`config.mk`:
```
export PLATFORM = sky130hd
export DESIGN_NAME = router_vc_input_buffer
export DESIGN_NICKNAME = d
export VERILOG_FILES = /design/src/rtl/router_vc_input_buffer_pkg.sv /design/src/rtl/router_vc_fifo.sv /design/src/rtl/router_vc_input_buffer.sv
export SDC_FILE = /design/constraint.sdc
export NUM_CORES = 1
export LEC_CHECK = 0
export CORE_ASPECT_RATIO = 1.25
export CORE_MARGIN = 1
export CORE_UTILIZATION = 55
export DETAILED_ROUTE_END_ITERATION = 10
export GPL_TIMING_DRIVEN = 0
export PLACE_DENSITY = 0.75
export RECOVER_POWER = 50
export SLEW_MARGIN = 20
export SYNTH_ARGS = -nofsm -noshare
export SYNTH_HDL_FRONTEND = slang
export SYNTH_SLANG_ARGS = --single-unit
```
`constraint.sdc`:
```
create_clock -name clk -period 3.9 [get_ports clk]
set_input_delay 0.975 -clock clk [delete_from_list [all_inputs] [get_ports clk]]
set_output_delay 0.975 -clock clk [all_outputs]
set_load 0.1 [all_outputs]
```
`src/rtl/router_vc_input_buffer_pkg.sv`:
```
// Shared NoC router constants and small helpers for the VC input buffer.
package router_vc_input_buffer_pkg;

  localparam int NOC_FLIT_W   = 64;
  localparam int NOC_NUM_VC   = 2;
  localparam int NOC_VC_IDX_W = $clog2(NOC_NUM_VC);

  typedef logic [NOC_FLIT_W-1:0] noc_flit_t;

  function automatic logic [15:0] sat_inc16(input logic [15:0] value);
    return (value == 16'hFFFF) ? value : value + 16'd1;
  endfunction

endpackage

```
`src/rtl/router_vc_fifo.sv`:
```
// Single-VC synchronous FIFO: power-of-two depth, wrapping pointers, occupancy count.
module router_vc_fifo
  import router_vc_input_buffer_pkg::*;
#(
  parameter int DATA_W   = NOC_FLIT_W,
  parameter int VC_DEPTH = 4
) (
  input  logic              clk,
  input  logic              reset,
  input  logic              push,
  input  logic              pop,
  input  logic [DATA_W-1:0] din,
  output logic              full,
  output logic              empty,
  output logic [DATA_W-1:0] head
);

  localparam int PTR_W = $clog2(VC_DEPTH);
  localparam int CNT_W = PTR_W + 1;

  logic [DATA_W-1:0] r_mem [VC_DEPTH];
  logic [PTR_W-1:0]  r_wr_ptr;
  logic [PTR_W-1:0]  r_rd_ptr;
  logic [CNT_W-1:0]  r_count;
  logic              w_push;
  logic              w_pop;

  assign full   = (r_count == CNT_W'(VC_DEPTH));
  assign empty  = (r_count == '0);
  // Gating here keeps the count bounded even if a caller ignores full/empty.
  assign w_push = push && !full;
  assign w_pop  = pop && !empty;
  assign head   = r_mem[r_rd_ptr];

  always_ff @(posedge clk) begin
    if (w_push) begin
      r_mem[r_wr_ptr] <= din;
    end
  end

  always_ff @(posedge clk) begin
    if (reset) begin
      r_wr_ptr <= '0;
      r_rd_ptr <= '0;
      r_count  <= '0;
    end else begin
      if (w_push) begin
        r_wr_ptr <= r_wr_ptr + PTR_W'(1);
      end
      if (w_pop) begin
        r_rd_ptr <= r_rd_ptr + PTR_W'(1);
      end
      case ({w_push, w_pop})
        2'b10:   r_count <= r_count + CNT_W'(1);
        2'b01:   r_count <= r_count - CNT_W'(1);
        default: r_count <= r_count;
      endcase
    end
  end

endmodule

```
`src/rtl/router_vc_input_buffer.sv`:
```
// Router input port with NUM_VC virtual-channel FIFOs and a registered output stage.
// Define ROUTER_IBUF_DROP_CNT_EN to add the saturating drop_cnt output.
module router_vc_input_buffer
  import router_vc_input_buffer_pkg::*;
#(
  parameter int DATA_W   = NOC_FLIT_W,
  parameter int NUM_VC   = NOC_NUM_VC,
  parameter int VC_DEPTH = 4,
  parameter int VC_IDX_W = $clog2(NUM_VC)
) (
  input  logic                clk,
  input  logic                reset,
  input  logic                send,
  input  logic [VC_IDX_W-1:0] wr_vc,
  input  logic [DATA_W-1:0]   data_in,
  output logic [NUM_VC-1:0]   ready,
  input  logic [VC_IDX_W-1:0] rd_vc,
  input  logic                blocked,
  output logic                out_valid,
  output logic [VC_IDX_W-1:0] out_vc,
  output logic [DATA_W-1:0]   data_out,
`ifdef ROUTER_IBUF_DROP_CNT_EN
  output logic [15:0]         drop_cnt,
`endif
  output logic [NUM_VC-1:0]   empty
);

  logic [NUM_VC-1:0]   w_push;
  logic [NUM_VC-1:0]   w_pop;
  logic [NUM_VC-1:0]   w_full;
  logic [NUM_VC-1:0]   w_empty;
  logic [DATA_W-1:0]   w_head [NUM_VC];
  logic [DATA_W-1:0]   w_head_sel;
  logic                w_rd_empty;
  logic                w_wr_ready;
  logic                w_deq;
  logic                r_out_valid;
  logic [VC_IDX_W-1:0] r_out_vc;
  logic [DATA_W-1:0]   r_data_out;

  // Indices with no matching VC select nothing: they read as not-ready / empty.
  always_comb begin
    w_rd_empty = 1'b1;
    w_head_sel = '0;
    w_wr_ready = 1'b0;
    for (int v = 0; v < NUM_VC; v++) begin
      if (rd_vc == VC_IDX_W'(v)) begin
        w_rd_empty = w_empty[v];
        w_head_sel = w_head[v];
      end
      if (wr_vc == VC_IDX_W'(v)) begin
        w_wr_ready = !w_full[v];
      end
    end
  end

  assign w_deq = !blocked && !w_rd_empty;

  genvar gi;
  generate
    for (gi = 0; gi < NUM_VC; gi++) begin : g_vc
      assign w_push[gi] = send && (wr_vc == VC_IDX_W'(gi));
      assign w_pop[gi]  = w_deq && (rd_vc == VC_IDX_W'(gi));

      router_vc_fifo #(
        .DATA_W   (DATA_W),
        .VC_DEPTH (VC_DEPTH)
      ) u_fifo (
        .clk   (clk),
        .reset (reset),
        .push  (w_push[gi]),
        .pop   (w_pop[gi]),
        .din   (data_in),
        .full  (w_full[gi]),
        .empty (w_empty[gi]),
        .head  (w_head[gi])
      );
    end
  endgenerate

  assign ready = ~w_full;
  assign empty = w_empty;

  always_ff @(posedge clk) begin
    if (reset) begin
      r_out_valid <= 1'b0;
      r_out_vc    <= '0;
      r_data_out  <= '0;
    end else if (w_deq) begin
      r_out_valid <= 1'b1;
      r_out_vc    <= rd_vc;
      r_data_out  <= w_head_sel;
    end else begin
      r_out_valid <= 1'b0;
      r_data_out  <= '0;
    end
  end

  assign out_valid = r_out_valid;
  assign out_vc    = r_out_vc;
  assign data_out  = r_data_out;

`ifdef ROUTER_IBUF_DROP_CNT_EN
  logic        w_reject;
  logic [15:0] r_drop_cnt;

  assign w_reject = send && !w_wr_ready;

  always_ff @(posedge clk) begin
    if (reset) begin
      r_drop_cnt <= '0;
    end else if (w_reject) begin
      r_drop_cnt <= sat_inc16(r_drop_cnt);
    end
  end

  assign drop_cnt = r_drop_cnt;
`endif

endmodule

```
==> run metrics, run 1 <==
status=finished with violations; violated checks=max-capacitance violations, max-slew violations; CTS max path bufs=3; skew final=0.0166 ns; peak supply drop=0.314 mV; kind of end point of the critical path=output port; MaxCap Viol Count=2; Synth-to-Final Area Change=17.9%; DRC viols=0; Reg clk slew, reported paths=0.06 ns; post-CTS sizing=0; Post-Syn Area=0.0218 mm²; Worst Path Required=2.92 ns; CTS tree=done; min Tclk post-route=~3.7 ns; setup repair bufs after CTS=0; htree depth=2; die width=180 µm; Final Util=65.7%; average wire per standard cell=approximately 25 µm; Placed Cells=1581; Worst Hold Depth=2; Die Y=225 µm; Yosys cell types=40; GPL Wtd Cong=0.733; detailed-route via count=9966; Slew @ Worst Pin=1.92 ns; Avg Synthesized Cell Area=between 20 and 25 µm²; row count=81; Seq/Total Area, Yosys=78.2%; leading area contributor after synthesis=edfxtp_1; fin. max-slew vios=between 50 and 60; HPWL after detailed placement=23.6 mm; Mapped Cells=936; hold-fix buffers at CTS=0; Ys Warns=0; Peak Freq=0.272 GHz; Net Count, Synth=1018; vias in the first global route=10500; Setup TNS=0 ns; Final setup viols=0; root buf cell=clkbuf_16; via/cell ratio=5.93; DRT Pass-1 Iters=5; most frequent cells in the layout=edfxtp_1, dfxtp_1, mux4_2; static leakage=8.28 nW; RSZ-0062 raised after global routing=no; CP Data Arrival Time=between 2 and 3 ns; initial antenna violation count=9; ANT nets after route=0; register bit total from synthesis=596; first-pass GRT wire length=63.7 mm; final wirelength=roughly 42 mm; r2r worst-path depth=4; Die ar.=0.0405 mm²; EDFF count, synth=512; Yosys top cell area share=70.5%; Tcrit/Tclk final=94.2%; fin cells=1682; Core Footprint=0.0391 mm²; Main synth FF type=edfxtp_1; PortBufs=139; starting density of the core=between 50% and 60%; CP max FO=7; slew margin rel.=-28.3%; synth top area cells=edfxtp_1, mux4_2, dfxtp_1; crit path kind=flip-flop to output port; share of post-route cells with drive strength above 1=23.1%; TritonCTS Buffers=52; grt ovf=0; total power=approximately 13 mW; Layout Nets=roughly 1200; worst hold path type=flip-flop to flip-flop; Total GRT Usage=21.4%; clock sink count=roughly 600; commonest non-fill, non-tap cell in the layout=edfxtp_1; PwrDens=slightly above 500 mW/mm²; final hold vios=0; Clk Latency, worst-skew pair=roughly 0.57 ns; IO Pins=140; nature of the critical path startpoint=flip-flop; largest net degree at the start of global routing=39; Iter 0 DRT Violations=~840; Synth async-reset ratio=0%
critical path, cell delays in order, from the launching register on:
cell	delay (ns)
dfxtp_1	0.43
nor3b_1	0.45
inv_1	0.23
clkdlybuf4s50_1	1.02
per-layer routing:
metal	GRT usage, %	vias up	share of wire [%]	routed length [µm]
met3	3.37	79	4.8	2010
met4	7.39	8	2.5	1040
met2	34.7	280	50	20800
met1	30.1	5222	43	18000
li1	-	4377	-	-
met5	0	-	0.12	51
cells by family (layout without fill, tap and decap cells):
logic type	Yosys count	in the layout	synth area share, %
xor+xnor	4	4	0.161
flops	596	596	78.2
buf+inv	63	306	1.97
simple gates	42	42	1.28
compound gates	91	91	3.58
other cells	0	5	0
fa+ha+maj	12	12	0.757
mux	128	128	14.1
area by class of cell:
type / instances / area [µm²]
diodes: 5 / 12.5
plain buffers: 47 / 368
clock buffers: 70 / 1460
clock inverters: 26 / 211
fillers: 2528 / 13400
inverters: 16 / 60.1
multi-input cells: 277 / 4360
flip-flops and latches: 596 / 17100
well taps: 498 / 623
repair buffers: 147 / 1570
registers in the layout, summed over array words and instances, names as in the netlist, named ones only:
| signal | cells |
|---|---|
| g_vc.u_fifo.r_mem | 512 |
| data_out | 64 |
| g_vc.u_fifo.r_count | 6 |
| g_vc.u_fifo.r_rd_ptr | 4 |
| g_vc.u_fifo.r_wr_ptr | 4 |
| out_valid | 1 |
| out_vc | 1 |
through the flow:
step	worst slack, ns	hold slack [ns]	area, µm²
after CTS	0.233	0.506	25700
after floorplan	0.576	0.447	21800
final	0.225	0.499	25700
after global routing	0.0539	0.525	25700
after detailed placement	0.296	0.489	24000
after global placement	-1.49	0.466	23800
worst paths after layout:
path                                               endpoint  slack [ns]                       start
worst max-delay path                               ready[0]        0.23   g_vc[0].u_fifo.r_count[2]
worst min register to register   g_vc[1].u_fifo.r_rd_ptr[1]        0.50  g_vc[1].u_fifo.r_rd_ptr[1]
worst min-delay path             g_vc[1].u_fifo.r_rd_ptr[1]        0.50  g_vc[1].u_fifo.r_rd_ptr[1]
worst max register to register  g_vc[1].u_fifo.r_mem[0][60]        0.97   g_vc[1].u_fifo.r_count[0]
where the power goes:
group          internal, mW  switching, mW
clock network          2.83           2.20
registers              7.08         0.0539
logic                 0.394          0.674
total                  10.3           2.93
Yosys cell counts (2+ instances only):
library cell    n
xor2_1          4
ha_1           10
buf_4           9
dfxtp_1        84
o31ai_1         2
clkbuf_8        3
edfxtp_1      512
clkbuf_1        9
buf_2           7
fa_1            2
mux4_1         50
buf_6          16
nor2_1          9
inv_1          16
a21oi_1        15
buf_1           2
nor3b_1         2
a22o_1          5
and3_1          8
mux4_2         78
nand2b_1        2
nor3_4          2
or3_1           4
o21ai_0         8
nand3_1         4
a22o_2         59
Note: power is estimated with default switching activity, not from simulation.
==> inputs of run 2 (changes only) <==
--- a/config.mk
+++ b/config.mk
@@ -5,6 +5,7 @@
 export SDC_FILE = /design/constraint.sdc
 export NUM_CORES = 1
 export LEC_CHECK = 0
+export CAP_MARGIN = 20
 export CORE_ASPECT_RATIO = 1.25
 export CORE_MARGIN = 1
 export CORE_UTILIZATION = 55
==> results of run 2 <==
No change in the layout: final DEF, timing and power equal those of run 1.
==> inputs of run 3 (changes only) <==
--- a/config.mk
+++ b/config.mk
@@ -5,7 +5,7 @@
 export SDC_FILE = /design/constraint.sdc
 export NUM_CORES = 1
 export LEC_CHECK = 0
-export CAP_MARGIN = 20
+export CAP_MARGIN = 40
 export CORE_ASPECT_RATIO = 1.25
 export CORE_MARGIN = 1
 export CORE_UTILIZATION = 55
==> run metrics, run 3 (synthesis gave the netlist of run 1 again) <==
number of fill cells in the layout=2378 (-5.9%); average wire per standard cell=24.2 µm (-3.0%); DRC viols=0 (unchanged); DRT Pass-1 Iters=5 (unchanged); Worst Setup EP=g_vc[1].u_fifo.r_mem[1][63]; skew final=0.0162 ns (-0.000350 ns); setup repair bufs after CTS=0 (unchanged); RSZ-0062 raised after global routing=no; GR Util met1=30.0% (-0.15 points); final wirelength=42.6 mm (+1.5%); Critical R2R Launch=g_vc[1].u_fifo.r_count[0]; grt peak-use layer=met2; Worst Setup SP=send; static leakage=8.85 nW (+6.9%); Total GRT Usage=21.6% (+0.18 points); hold-fix buffers at CTS=0 (unchanged); TritonCTS Buffers=54 (+3.8%); min Tclk post-route=3.46 ns (-0.212 ns); Worst Path Required=4.15 ns (+1.23 ns); peak supply drop=0.346 mV (+10%); Die ar.=0.0405 mm² (unchanged); worst flop-to-flop path endpoint=g_vc[1].u_fifo.r_mem[1][63]; Largest Register=g_vc.u_fifo.r_mem; CTS max path bufs=3 (unchanged); kind of end point of the critical path=flip-flop; register area=0.0171 mm² (unchanged); Worst Hold Depth=2 (unchanged); grt ovf=0 (unchanged); met2 Use GR=35.9% (+1.2 points); final hold vios=0 (unchanged); PortBufs=139 (unchanged); vias in the first global route=10800 (+2.8%); Placed Cells=1652 (+4.5%); most frequent cells in the layout=edfxtp_1, dfxtp_1, mux4_2; first-pass GRT wire length=64.2 mm (+0.78%); Place WS=0.290 ns (-0.00688 ns); Final setup viols=0 (unchanged); Reg clk slew, reported paths=0.06 ns (about the same); Multi-input gate area=0.00436 mm² (unchanged); Die Y=225 µm (unchanged); MaxCap Viol Count=2 (unchanged); worst hold path type=flip-flop to flip-flop; violated checks=max-capacitance violations, max-slew violations; Setup TNS=0 ns (unchanged); HPWL after detailed placement=24.3 mm (+3.2%); initial antenna violation count=9 (unchanged); slew margin rel.=-27.1% (+1.2 points); nature of the critical path startpoint=input port; PwrDens=506 mW/mm² (-1.6%); row count=81 (unchanged); ANT nets after route=0 (unchanged); htree depth=2 (unchanged); IO Pins=140 (unchanged); Largest register FFs=512 (unchanged); detailed-route via count=10200 (+2.5%); hold path start=g_vc[0].u_fifo.r_rd_ptr[1]; Peak Freq=0.289 GHz (+6.1%); Final Util=68.8% (+3.1 points); Synth-to-Final Area Change=23.4%; CTS tree=done; clock sink count=596 (unchanged); crit path kind=input port to flip-flop; total power=13.6 mW (+3.0%); GPL Wtd Cong=0.733 (unchanged); largest net degree at the start of global routing=39 (unchanged); CP max FO=38 (+31); GR Util met3=3.19% (-0.18 points); starting density of the core=55.8% (unchanged); Layout Nets=1292 (+6.0%); commonest non-fill, non-tap cell in the layout=edfxtp_1; setup slack, reg-to-reg=0.96 ns (about the same); CP Data Arrival Time=3.71 ns (+1.01 ns); fin worst setup slack=0.438 ns (+0.212 ns); die width=180 µm (unchanged); root buf cell=clkbuf_16; Core Footprint=0.0391 mm² (unchanged); r2r worst-path depth=4 (unchanged); fin cells=1759 (+4.6%); fin. max-slew vios=56 (unchanged); status=finished with violations; Slew @ Worst Pin=1.91 ns (-0.0176 ns); Tcrit/Tclk final=88.8% (-5.4 points); post-CTS sizing=0 (unchanged); share of post-route cells with drive strength above 1=27.4% (+4.3 points); Iter 0 DRT Violations=820 (-2.0%); via/cell ratio=5.81 (-2.0%); Clk Latency, worst-skew pair=0.58 ns (about the same)
[run 3: power by group]
group          leakage (nW)  total, mW  internal (mW)  switching (mW)
registers              5.33       7.14           7.09          0.0546
logic                  2.63       1.20          0.501           0.701
clock network         0.888       5.29           3.10            2.19
total                  8.85       13.6           10.7            2.95
[run 3: worst min path at each step]
stage	end	slack [ns]
CTS	g_vc[0].u_fifo.r_rd_ptr[1]	0.50
finish	g_vc[0].u_fifo.r_rd_ptr[1]	0.51
global placement	g_vc[0].u_fifo.r_rd_ptr[1]	0.47
global route	g_vc[0].u_fifo.r_rd_ptr[1]	0.52
detailed placement	g_vc[0].u_fifo.r_rd_ptr[1]	0.49
floorplan	flip-flop	0.45
[run 3: critical path, cell delays in order]
cell and delay [ns]:
dlygate4sd3_1 0.58, and2_0 0.29, and3_1 1.50, buf_16 0.34
[run 3: layout make-up]
| class | count | share of cell area [%] |
|---|---|---|
| Antenna cell | 5 | 0.0465 |
| Buffer | 47 | 1.33 |
| Clock buffer | 78 | 5.93 |
| Clock inverter | 24 | 0.813 |
| Inverter | 16 | 0.223 |
| Multi-Input combinational cell | 277 | 16.2 |
| Sequential cell | 596 | 63.4 |
| Tap cell | 498 | 2.31 |
| Timing Repair Buffer | 218 | 9.80 |
[run 3: stage by stage]
stage          cell area [µm²]  hold slack, ns
2_1_floorplan            21800           0.447
3_3_place_gp             23800           0.466
3_5_place_dp             25100           0.489
4_1_cts                  26900           0.498
5_1_grt                  26900           0.521
6_report                 26900           0.509
[run 3: routing by layer]
layer | up-vias | part of all wire [%]
met5 | - | 0.11
met3 | 69 | 5.4
met1 | 5296 | 42
li1 | 4522 | -
met4 | 8 | 2.3
met2 | 318 | 50
==> edit 1, RTL diff (flow settings as in run 1) <==
Add a define of `ROUTER_IBUF_DROP_CNT_EN`.
--- a/src/rtl/router_vc_input_buffer.sv
+++ b/src/rtl/router_vc_input_buffer.sv
@@ -1,5 +1,7 @@
 // Router input port with NUM_VC virtual-channel FIFOs and a registered output stage.
 // Define ROUTER_IBUF_DROP_CNT_EN to add the saturating drop_cnt output.
+`define ROUTER_IBUF_DROP_CNT_EN
+
 module router_vc_input_buffer
   import router_vc_input_buffer_pkg::*;
 #(
Behaviour (old outputs only; new: drop_cnt): same outputs for any inputs over 4 cycles, from zero or initial values and one cycle with reset high; that may be too few to reach the edited logic, so the function may still have changed.
==> edit 1 against run 1 <==
  * The flow still finishes with violations (max-capacitance violations, max-slew violations)
  * Power up 5.3%
  * Sequential power up 3%
  * Non-clock buffer count up 21
  * First-iteration DRC count down 6.3%
  * Wire length up 8.4%
  * Clock power up 8.3%
  * Sequential cell count up 16
  * Final area up 4.2%
  * Setup slack worse by 40 ps
  * Register-to-register slack worse by 300 ps
  * Count of clock-buffer cells in the layout up 11
  * Area after synthesis up 3.1%
  * Critical path type unchanged
  * Largest power group unchanged
==> edit 1: results (changes against run 1) <==
| Metric | Value |
|---|---|
| Fraction of synthesized cell area in xor and xnor cells | 0.3895% (was 0.1606%) |
| Antenna violations before repair | 11 (was 9) |
| Number of violations of the max-capacitance limit | 4 (was 2) |
| Fraction of the mapped netlist area in compound gates | 1.113% (was 3.584%) |
| Quantity of I/O buffers inserted on ports | 154 (was 139) |
| Final number of max-transition violations | 115 (was 56) |
| DPL Wire Length | 26300 µm (was 23580 µm) |
| Routed wire length on met2 | 23790 µm (was 20850 µm) |
| Wirelength per Cell | 23.83 µm (was 24.95 µm) |
| Source of the worst register-to-register timing path | g_vc[1].u_fifo.r_count[2]$_SDFFE_PP0P_ (was g_vc[1].u_fifo.r_count[0]$_SDFFE_PP0P_) |
| CP Launch Point | g_vc[0].u_fifo.r_count[0]$_SDFFE_PP0P_ (was g_vc[0].u_fifo.r_count[2]$_SDFFE_PP0P_) |
| Combined global-route utilization of all metal layers | 22.48% (was 21.43%) |
| Dpl cell area | 24950 µm² (was 24050 µm²) |
| Count of placed standard cells including taps | 1800 (was 1581) |
| Remaining max-slew budget at the tightest pin | -30.60% (was -28.27%) |
| Netlist cell types | 44 (was 40) |
| Met1 Resource Use GR | 28.89% (was 30.12%) |
| Post-DR vias/cell | 5.781 (was 5.925) |
| Worst setup endpoint | empty[0] (was ready[0]) |
| Number of instances in the synthesized netlist | 1092 (was 936) |
| Share of the yosys chip area belonging to registers | 77.28% (was 78.17%) |
| Routing usage on met3 | 4.199% (was 3.368%) |
| R2r setup slk | 670 ps (was 970 ps) |
| Top cells by area in the synthesized netlist | sky130_fd_sc_hd__edfxtp_1 68%, sky130_fd_sc_hd__mux4_2 13%, sky130_fd_sc_hd__dfxtp_1 8.9% (was sky130_fd_sc_hd__edfxtp_1 70%, sky130_fd_sc_hd__mux4_2 8.1%, sky130_fd_sc_hd__dfxtp_1 7.7%) |
| Synth Net Count | 1175 (was 1018) |
| Worst-case reg-to-reg path depth | 5 (was 4) |
| Clock tree skew after final layout | 10.44 ps (was 16.57 ps) |
| Capture instance of the worst register-to-register path | g_vc[1].u_fifo.r_mem[0][31]$_DFFE_PP_ (was g_vc[1].u_fifo.r_mem[0][60]$_DFFE_PP_) |
| Adder-Cell Fraction of Synth Area | 0.7901% (was 0.7570%) |
| Static power due to leakage | 8.644 nW (was 8.278 nW) |
| Outcome | complete, but fails checks (unchanged) |
| Total internal power | 10.89 mW (was 10.30 mW) |
| Violation count after the first detailed-routing iteration | 784 (was 837) |
| Top post-synthesis cells by count | 512 x sky130_fd_sc_hd__edfxtp_1, 128 x sky130_fd_sc_hd__mux4_2, 100 x sky130_fd_sc_hd__dfxtp_1 (was 512 x sky130_fd_sc_hd__edfxtp_1, 84 x sky130_fd_sc_hd__dfxtp_1, 78 x sky130_fd_sc_hd__mux4_2) |
| Via count of the first global-routing pass | 11440 (was 10540) |
| Highest cell delay on the worst timing path | 1120 ps (was 1020 ps) |
| Violated checks | max-capacitance violations, max-slew violations (unchanged) |
==> edit 1: cell count changes after synthesis, moves of 8 or more <==
cell,delta
sky130_fd_sc_hd__nor2_1,+77
sky130_fd_sc_hd__mux2i_1,+66
sky130_fd_sc_hd__a22o_2,-59
sky130_fd_sc_hd__mux4_1,-50
sky130_fd_sc_hd__mux4_2,+50
sky130_fd_sc_hd__clkbuf_1,+19
sky130_fd_sc_hd__dfxtp_1,+16
sky130_fd_sc_hd__buf_6,-15
sky130_fd_sc_hd__nand4_1,+8
sky130_fd_sc_hd__or4_1,+8
==> edit 1: power groups by stage <==
stage	clock network (mW)	registers (mW)	logic, mW
2_1_floorplan	0	7.70	0.545
3_5_place_dp	0	7.45	1.19
5_1_grt	5.78	7.33	1.24
4_1_cts	5.54	7.31	1.20
6_report	5.45	7.32	1.17
3_3_place_gp	0	7.46	1.15
==> edit 1: final cells by class <==
type                            instances  area, µm²
Clock inverter                         22      257.7
Sequential cell                       612      17380
Inverter                               20      75.07
Tap cell                              546      683.2
Fill cell                            2662      13430
Timing Repair Buffer                  162       1762
Multi-Input combinational cell        407       4815
Clock buffer                           81       1587
Buffer                                 53      221.5
Antenna cell                            6      15.01
==> edit 1: stage by stage <==
stage / power (mW) / utilization, % / worst slack, ps / setup TNS [ps]
after floorplan: 8.244 / - / 455.7 / 0
after global placement: 8.609 / 61.44 / -1771 / -859260
after detailed placement: 8.646 / 62.04 / 143.6 / 0
after CTS: 14.05 / 66.63 / 195.1 / 0
after global routing: 14.35 / 66.61 / 104.2 / 0
final: 13.93 / 66.62 / 185.6 / 0
==> edit 1: worst min-delay path by stage <==
stage                     depth (start not counted)                                     end                                    from
final                                             2  g_vc[1].u_fifo.r_count[2]$_SDFFE_PP0P_  g_vc[1].u_fifo.r_count[2]$_SDFFE_PP0P_
after global routing                              2                drop_cnt[7]$_SDFFE_PP0P_                drop_cnt[7]$_SDFFE_PP0P_
after CTS                                         2  g_vc[1].u_fifo.r_count[2]$_SDFFE_PP0P_  g_vc[1].u_fifo.r_count[2]$_SDFFE_PP0P_
after detailed placement                          2  g_vc[1].u_fifo.r_count[2]$_SDFFE_PP0P_  g_vc[1].u_fifo.r_count[2]$_SDFFE_PP0P_
after global placement                            2  g_vc[1].u_fifo.r_count[2]$_SDFFE_PP0P_  g_vc[1].u_fifo.r_count[2]$_SDFFE_PP0P_
after floorplan                                   2  g_vc[1].u_fifo.r_count[2]$_SDFFE_PP0P_  g_vc[1].u_fifo.r_count[2]$_SDFFE_PP0P_
==> edit 1: worst max-delay path, delay by kind of cell, from the launching register on <==
kind          cells  cell delay [ps]
simple gates      1              480
flops             1              350
buf+inv           2             1330
==> edit 2, RTL diff (flow settings as in run 1) <==
Made on the original files. Change the package constant `NOC_NUM_VC` from 2 to 4.
--- a/src/rtl/router_vc_input_buffer_pkg.sv
+++ b/src/rtl/router_vc_input_buffer_pkg.sv
@@ -2,7 +2,7 @@
 package router_vc_input_buffer_pkg;
 
   localparam int NOC_FLIT_W   = 64;
-  localparam int NOC_NUM_VC   = 2;
+  localparam int NOC_NUM_VC   = 4;
   localparam int NOC_VC_IDX_W = $clog2(NOC_NUM_VC);
 
   typedef logic [NOC_FLIT_W-1:0] noc_flit_t;
Ports: changed (5 resized); port bits go from 140 to 147. The function was not compared with the original's and may differ.
==> edit 2 against run 1 <==
  * The flow still finishes with violations (max-capacitance violations, max-slew violations)
  * Final area grew 90%
  * Setup slack lost 99 ps
  * Clock power up 100%
  * Sequential cell count rose by 531
  * Final cell count rose by 94%
  * Count of clock-buffer cells in the layout grew 66
  * Clock skew rose by 7.7 ps
  * Area after synthesis up 93%
  * Wire length increased by 130%
  * Power increased by 86%
  * Die area up 92%
  * Register-to-register slack got worse by 200 ps
  * Sequential share of layout area rose by 0.99 points
  * Largest cell class unchanged
==> edit 2: results (changes against run 1) <==
| Metric | Value |
|---|---|
| Netlist cell types | 51 (was 40) |
| Final number of max-transition violations | 36 (was 56) |
| Number of H-tree levels | 3 (was 2) |
| Met2 Use GR | 43.71% (was 34.74%) |
| Launch point of the worst hold path | g_vc[3].u_fifo.r_rd_ptr[1]$_SDFFE_PP0P_ (was g_vc[1].u_fifo.r_rd_ptr[1]$_SDFFE_PP0P_) |
| DPL Wire Length | 55890 µm (was 23580 µm) |
| Dpl cell area | 45340 µm² (was 24050 µm²) |
| Wire length on met1 | 35140 µm (was 18010 µm) |
| Number of flip-flops in the largest register | 1024 (was 512) |
| Top cells by area in the synthesized netlist | sky130_fd_sc_hd__edfxtp_1 73%, sky130_fd_sc_hd__mux4_2 13%, sky130_fd_sc_hd__dfxtp_1 4.9% (was sky130_fd_sc_hd__edfxtp_1 70%, sky130_fd_sc_hd__mux4_2 8.1%, sky130_fd_sc_hd__dfxtp_1 7.7%) |
| Largest net degree at the start of global routing | 38 (was 39) |
| Clock tree skew after final layout | 24.31 ps (was 16.57 ps) |
| Routability Congestion | 0.7770 (was 0.7332) |
| Via count of the first global-routing pass | 21650 (was 10540) |
| Clock distribution power | 10.2 mW (was 5.03 mW) |
| Worst-case reg-to-reg path depth | 6 (was 4) |
| Latest clock arrival within the worst-skew pair | 680 ps (was 570 ps) |
| Violated checks | max-capacitance violations, max-slew violations (unchanged) |
| Synth Net Count | 2018 (was 1018) |
| Static power due to leakage | 14.97 nW (was 8.278 nW) |
| Seq. cell area | 32810 µm² (was 17060 µm²) |
| Quantity of I/O buffers inserted on ports | 144 (was 139) |
| Outcome | complete, but fails checks (unchanged) |
| Largest fanout of any net on the critical path | 6 (was 7) |
| Number of violations of the max-capacitance limit | 1 (was 2) |
| First-pass GRT wire length | 139700 µm (was 63740 µm) |
| Final Instance Count excl. Fillers | 3261 (was 1682) |
| Source of the worst register-to-register timing path | g_vc[1].u_fifo.r_count[2]$_SDFFE_PP0P_ (was g_vc[1].u_fifo.r_count[0]$_SDFFE_PP0P_) |
edit 2: cell types whose count changed in the layout (fill, tap and decap cells not counted), sizes merged, moves of 52 or more:
cell | run 1 | this run
a22oi | 0 | 122
edfxtp | 512 | 1024
mux4 | 128 | 236
a21oi | 15 | 67
a22o | 64 | 0
clkbuf | 86 | 189
edit 2: cell families after synthesis:
| group | Yosys count | share of synthesized area, % |
|---|---|---|
| DFF | 1127 | 77.84 |
| muxes | 283 | 13.75 |
| AOI/OAI and AO/OA | 227 | 4.135 |
| buffers and inverters | 134 | 1.805 |
| and+or+nand+nor | 108 | 1.288 |
| adders and majority gates | 24 | 0.7836 |
| xor gates and xnor gates | 19 | 0.3948 |
edit 2: what timing repair did:
action | in CTS | in global routing
buffers inserted | 0 | 0
resized for setup | 1 | 0
endpoints found under the setup margin | 1 | 0
edit 2: how the worst max path moves through the flow:
stage	end	from	depth (start not counted)
floorplan	g_vc[1].u_fifo.r_mem[1][0]$_DFFE_PP_	g_vc[1].u_fifo.r_count[0]$_SDFFE_PP0P_	4
global placement	g_vc[1].u_fifo.r_mem[3][37]$_DFFE_PP_	wr_vc[0]	4
detailed placement	g_vc[3].u_fifo.r_count[2]$_SDFFE_PP0P_	rd_vc[0]	11
CTS	empty[2]	g_vc[2].u_fifo.r_count[2]$_SDFFE_PP0P_	4
global route	g_vc[3].u_fifo.r_count[2]$_SDFFE_PP0P_	rd_vc[0]	11
finish	empty[2]	g_vc[2].u_fifo.r_count[2]$_SDFFE_PP0P_	4
edit 2: layout make-up:
type | instances | share of cell area (%)
flip-flops and latches | 1127 | 67.32
multi-input cells | 661 | 17.65
clock buffers | 136 | 5.943
repair buffers | 162 | 3.894
well taps | 977 | 2.508
plain buffers | 107 | 1.312
clock inverters | 63 | 1.168
inverters | 27 | 0.2079
diodes | 1 | 0.005134
